--- config.mk ---
export PLATFORM = sky130hd
export DESIGN_NAME = sample_readout
export DESIGN_NICKNAME = d
export VERILOG_FILES = /design/src/rtl/logIP_pkg.sv /design/src/rtl/sample_readout.sv
export SDC_FILE = /design/constraint.sdc
export NUM_CORES = 1
export LEC_CHECK = 0
export CAP_MARGIN = 20
export CORE_UTILIZATION = 48
export CTS_BUF_LIST = sky130_fd_sc_hd__clkbuf_16
export DETAILED_ROUTE_END_ITERATION = 10
export PLACE_DENSITY_LB_ADDON = 0.12
export SLEW_MARGIN = 15
export SYNTH_ARGS = -nofsm -noshare
export SYNTH_HDL_FRONTEND = slang
export SYNTH_SLANG_ARGS = --single-unit
--- constraint.sdc ---
create_clock -name clk_i -period 3.9 [get_ports clk_i]
set_clock_uncertainty 0.1 [all_clocks]
set_input_delay 0.78 -clock clk_i [delete_from_list [all_inputs] [get_ports clk_i]]
set_output_delay 0.78 -clock clk_i [all_outputs]
set_load 0.01 [all_outputs]
--- src/rtl/logIP_pkg.sv ---
// Shared types and helpers for the logic analyzer readout path.
package logIP_pkg;

    // Largest number of byte lanes a sample may have (128-bit samples).
    localparam int MAX_BYTES  = 16;
    localparam int BYTE_IDX_W = 4;

    typedef enum logic [2:0] {
        IDLE  = 3'd0,
        FETCH = 3'd1,
        LATCH = 3'd2,
        SEND  = 3'd3,
        DONE  = 3'd4
    } readout_state_t;

    // Result of a byte-lane search: lane index, or none=1 when no lane qualifies.
    typedef struct packed {
        logic                  none;
        logic [BYTE_IDX_W-1:0] idx;
    } byte_sel_t;

    // Lowest enabled lane whose index is at or above current.
    // mask has bit k=1 when lane k is enabled; unused upper lanes must be 0.
    function automatic byte_sel_t next_byte(
        input logic [MAX_BYTES-1:0] mask,
        input logic [BYTE_IDX_W:0]  current
    );
        byte_sel_t sel;
        sel.none = 1'b1;
        sel.idx  = '0;
        // Scan downward so the lowest qualifying lane is the one left in sel.
        for (int i = MAX_BYTES - 1; i >= 0; i--) begin
            if (mask[i] && ((BYTE_IDX_W + 1)'(i) >= current)) begin
                sel.none = 1'b0;
                sel.idx  = BYTE_IDX_W'(i);
            end
        end
        return sel;
    endfunction

endpackage

--- src/rtl/sample_readout.sv ---
// Capture-memory readout engine: fetches rd_cnt samples, one strobe each,
// and serialises the enabled bytes of every sample LSB first to a byte link.
module sample_readout
    import logIP_pkg::*;
#(
    parameter int WIDTH = 32,
    parameter int DEPTH = 5
) (
    input  logic               clk_i,
    input  logic               rst_in,
    input  logic               start_i,
    input  logic [DEPTH:0]     rd_cnt_i,
    input  logic [WIDTH/8-1:0] grp_dis_i,
    output logic               mem_read_o,
    input  logic [WIDTH-1:0]   mem_i,
    output logic [7:0]         tx_data_o,
    output logic               tx_valid_o,
    input  logic               tx_ready_i,
    output logic               busy_o,
    output logic               done_o
);

    localparam int NB = WIDTH / 8;
    localparam logic [DEPTH:0] CNT_ONE = {{DEPTH{1'b0}}, 1'b1};

    readout_state_t        state_reg;
    logic [DEPTH:0]        cnt_reg;
    logic [NB-1:0]         mask_reg;   // enabled lanes (inverse of the disable mask)
    logic [WIDTH-1:0]      sample_reg;
    logic [BYTE_IDX_W-1:0] idx_reg;

    logic [MAX_BYTES-1:0]  en_ext;
    logic [BYTE_IDX_W:0]   after_idx;
    byte_sel_t             first_sel;
    byte_sel_t             next_sel;

    // Lane search: first lane of a fresh sample, and the lane following the current one.
    assign en_ext    = MAX_BYTES'(mask_reg);
    assign after_idx = {1'b0, idx_reg} + 1'b1;
    assign first_sel = next_byte(en_ext, '0);
    assign next_sel  = next_byte(en_ext, after_idx);

    // Readout FSM with registered strobe, byte stream and status outputs.
    always_ff @(posedge clk_i) begin
        if (!rst_in) begin
            state_reg  <= IDLE;
            cnt_reg    <= '0;
            mask_reg   <= '0;
            sample_reg <= '0;
            idx_reg    <= '0;
            mem_read_o <= 1'b0;
            tx_valid_o <= 1'b0;
            tx_data_o  <= 8'h00;
            busy_o     <= 1'b0;
            done_o     <= 1'b0;
        end else begin
            // Strobe and done are single-cycle unless a branch re-asserts them.
            mem_read_o <= 1'b0;
            done_o     <= 1'b0;
            case (state_reg)
                IDLE: begin
                    busy_o     <= 1'b0;
                    tx_valid_o <= 1'b0;
                    if (start_i) begin
                        cnt_reg  <= rd_cnt_i;
                        mask_reg <= ~grp_dis_i;
                        busy_o   <= 1'b1;
                        if (rd_cnt_i == '0) begin
                            state_reg <= DONE;
                            done_o    <= 1'b1;
                        end else begin
                            state_reg  <= FETCH;
                            mem_read_o <= 1'b1;
                        end
                    end
                end

                FETCH: begin
                    // Read data arrives during LATCH, one cycle after the strobe.
                    state_reg <= LATCH;
                end

                LATCH: begin
                    sample_reg <= mem_i;
                    cnt_reg    <= cnt_reg - CNT_ONE;
                    idx_reg    <= first_sel.idx;
                    if (first_sel.none) begin
                        // Every lane disabled: consume the sample without sending.
                        if (cnt_reg != CNT_ONE) begin
                            state_reg  <= FETCH;
                            mem_read_o <= 1'b1;
                        end else begin
                            state_reg <= DONE;
                            done_o    <= 1'b1;
                        end
                    end else begin
                        state_reg  <= SEND;
                        tx_valid_o <= 1'b1;
                        tx_data_o  <= mem_i[{first_sel.idx, 3'b000} +: 8];
                    end
                end

                SEND: begin
                    // tx_valid_o is always high here, so tx_ready_i alone marks a handshake;
                    // without it the byte and valid simply hold.
                    if (tx_ready_i) begin
                        if (!next_sel.none) begin
                            idx_reg   <= next_sel.idx;
                            tx_data_o <= sample_reg[{next_sel.idx, 3'b000} +: 8];
                        end else begin
                            tx_valid_o <= 1'b0;
                            if (cnt_reg != '0) begin
                                state_reg  <= FETCH;
                                mem_read_o <= 1'b1;
                            end else begin
                                state_reg <= DONE;
                                done_o    <= 1'b1;
                            end
                        end
                    end
                end

                DONE: begin
                    state_reg <= IDLE;
                    busy_o    <= 1'b0;
                end

                default: begin
                    state_reg  <= IDLE;
                    busy_o     <= 1'b0;
                    tx_valid_o <= 1'b0;
                end
            endcase
        end
    end

endmodule

==> qor.csv <==
stage,metric,value,unit
status,status,"finished, final reports clean",
finish,share of cells above drive strength 1,8.43,%
finish,most frequent cells in the layout,"nand2_1, dfxtp_1, clkdlybuf4s50_1",
setup_path,WP data arrival,2.52,ns
setup_path,CP startpoint kind,input pin,
floorplanning,core area,0.00606,mm^2
clock_tree,Clock Path Buffers,2,
timing,Final setup viols,0,
timing,endpoints failing hold,0,
worst_hold_path,hold path start,sample_reg[4],
yosys,Synth cell types,60,
yosys,Post-Syn Area,0.00308,mm^2
finish,Finished Cell Area,0.00394,mm^2
timing,final number of max-transition violations,0,
clock_tree,Inserted Clock Buffers,9,
route,Pre-Repair DR Iteration Count,5,
setup_path,crit end category,flip-flop,
yosys,ys flop type,dfxtp_1,
placement,Setup Slack @ Placement,1.18,ns
power,Power Density,608,mW/mm^2
floorplanning,Die Height,82.0,um
finish,ant diodes,0,
yosys,Post-synth EDFFs,0,
timing,setup TNS,0,ns
yosys,"FFs w/ async S/R, synth",0,%
setup_path,WS Path Type,in2reg,
timing,slew margin rel.,38.9,%
placement,dpl cell area,0.00365,mm^2
global_routing,antenna violations before repair,0,
route,Via Count,3042,
floorplanning,Die X-Extent,82.0,um
power,Pleak,1.41,nW
power,Worst VDD drop,325,uV
finish,fin nets,470,
yosys,Mapped Cells,376,
route,detailed router's first-iteration violation count,180,
yosys,"Seq/Total Area, Yosys",38.4,%
run,Max Cap Viol,0,
route,drt total wl,8950,um
setup_path,Reg2Reg Launch Point,mask_reg[1],
setup_path,worst endpoint required time,4.01,ns
route,routed len/inst,17.8,um
clock_tree,clock latency at the later pin of the worst-skew pair,0.32,ns
placement,IO buf count,57,
finish,area delta synth->final,27.9,%
global_routing,"Remaining Overflow, GRT",0,
clock_tree,CTS resizes,0,
power,switch share,35.6,%
floorplanning,Initial Utilization,50.7,%
timing,crit path time final,2.41,ns
clock_tree,H-tree levels,3,
setup_path,Crit Path Max Fanout,5,
yosys,syn_nets,424,
global_routing,GRT Overall Usage,29.0,%
clock_tree,Post-CTS Hold Fix Bufs,0,
clock_tree,# clock sinks,59,
yosys,Seq cells post-synth,59,
timing,unrepaired setup endpoints after global routing,false,
placement,gpl congestion,0.844,
route,DRC viols,0,
power,Clock power frac,31.8,%
clock_tree,CTS Root Cell,clkbuf_16,
route,DR vias/cell,6.06,
finish,"commonest non-fill, non-tap cell in the layout",nand2_1,
finish,max reg flops,32,
floorplanning,die area,0.00673,mm^2
setup_path,Setup crit start,start_i,
timing,Slew @ Worst Pin,0.913,ns
global_routing,first-pass GRT wire length,14400,um
power,register share of total power,34.3,%
global_routing,vias in the first global route,2915,
worst_hold_path,Hold Path Class,reg2reg,
timing,final period utilization,61.8,%
timing,Fmax,415,MHz
yosys,syn avg cell area,8.18,um^2
clock_tree,Post-CTS Setup Bufs,0,
finish,# fillers,534,
power,Switch Pwr,0.852,mW
power,Internal Power,1.54,mW
power,combinational share of power,33.9,%
route,Post-DRT Antenna Nets,0,
timing,Final WS setup,1.49,ns
clock_tree,clock-pin slew on the worst setup and hold paths,0.05,ns
floorplanning,num ports,58,
clock_tree,TritonCTS clock tree,done,
placement,DP Wirelength,5910,um
floorplanning,FP Rows,28,
global_routing,largest net degree at the start of global routing,45,
yosys,yosys warns,0,
-- synth_stat cells (2+ instances only) --
cell,instances,share of area [%]
and3_1,5,1.0
a32o_1,9,2.9
nand2_2,2,0.41
and2_1,2,0.41
o21ai_1,4,0.65
o211ai_1,3,0.73
clkbuf_1,12,1.5
ha_1,2,0.81
dfxtp_1,59,38
o21a_1,2,0.49
a31oi_1,9,1.8
inv_1,4,0.49
o2bb2ai_1,2,0.57
o211a_1,4,1.3
nand2_1,92,11
a21oi_1,10,1.6
nand3b_1,2,0.49
mux2i_1,2,0.65
buf_2,10,1.6
nor3_1,5,0.81
nor2_1,17,2.1
nand2b_1,3,0.61
a21boi_0,32,7.8
nand3_1,2,0.33
o21ai_0,22,3.6
a2bb2oi_1,8,2.3
o221ai_1,8,2.3
o221a_2,8,2.9
a211o_1,2,0.57
nor2b_1,4,0.81
-- worst max-delay path, stage by stage --
cell             delay (ns)
clkdlybuf4s50_1        0.52
or4b_1                 0.55
nand2_1                0.20
o21ai_0                0.11
a222oi_1               0.27
nor2b_1                0.09
-- per-layer routing --
| layer | vias up | track usage, % | routed length [um] |
|---|---|---|---|
| met5 | - | 0 | 0 |
| met4 | 0 | 12.6 | 160 |
| met3 | 15 | 7.33 | 500 |
| met2 | 111 | 49.4 | 4610 |
| met1 | 1454 | 34.3 | 3690 |
| li1 | 1462 | - | - |
-- cell type report --
type	instances	area, um^2	share of cell area, %
clock inverter	7	60.1	1.53
inverter	4	15.0	0.382
clock buffer	9	225	5.72
tap	75	93.8	2.38
timing repair buffer	60	593	15.1
sequential	59	1180	30.0
multi-input combinational	288	1770	44.9
-- final timing paths --
kind / endpoint / slack, ns / cells after the start
max: cnt_reg[2] / 1.49 / 6
max reg2reg: tx_data_o[3] / 1.61 / 5
min: sample_reg[4] / 0.36 / 2
min reg2reg: sample_reg[4] / 0.36 / 2
-- cells by family (layout without fill, tap and decap cells) --
family / Yosys count / count (layout) / share of synthesized area, %
AO/OA/AOI/OAI: 136 / 136 / 33.8
flip-flops: 59 / 59 / 38.4
multiplexers: 2 / 2 / 0.651
AND/OR/NAND/NOR: 148 / 148 / 22.1
adder cells (fa/ha/maj): 2 / 2 / 0.814
buffers and inverters: 29 / 80 / 4.31
-- power groups by stage --
stage | clock network, mW | registers, mW | logic, mW
after floorplan | 0 | 0.796 | 0.573
after global placement | 0 | 0.824 | 0.782
after detailed placement | 0 | 0.828 | 0.798
after CTS | 0.769 | 0.817 | 0.803
after global routing | 0.801 | 0.834 | 0.889
final | 0.761 | 0.819 | 0.810
-- metrics by stage --
step / power (mW) / cells / util [%] / hold WS [ns]
2_1_floorplan: 1.37 / 376 / - / 0.343
3_3_place_gp: 1.61 / 486 / 60.2 / 0.349
3_5_place_dp: 1.63 / 486 / 60.2 / 0.359
4_1_cts: 2.39 / 502 / 64.9 / 0.366
5_1_grt: 2.52 / 502 / 64.9 / 0.379
6_report: 2.39 / 502 / 64.9 / 0.364
No activity file was read; power rests on OpenSTA's default activity.
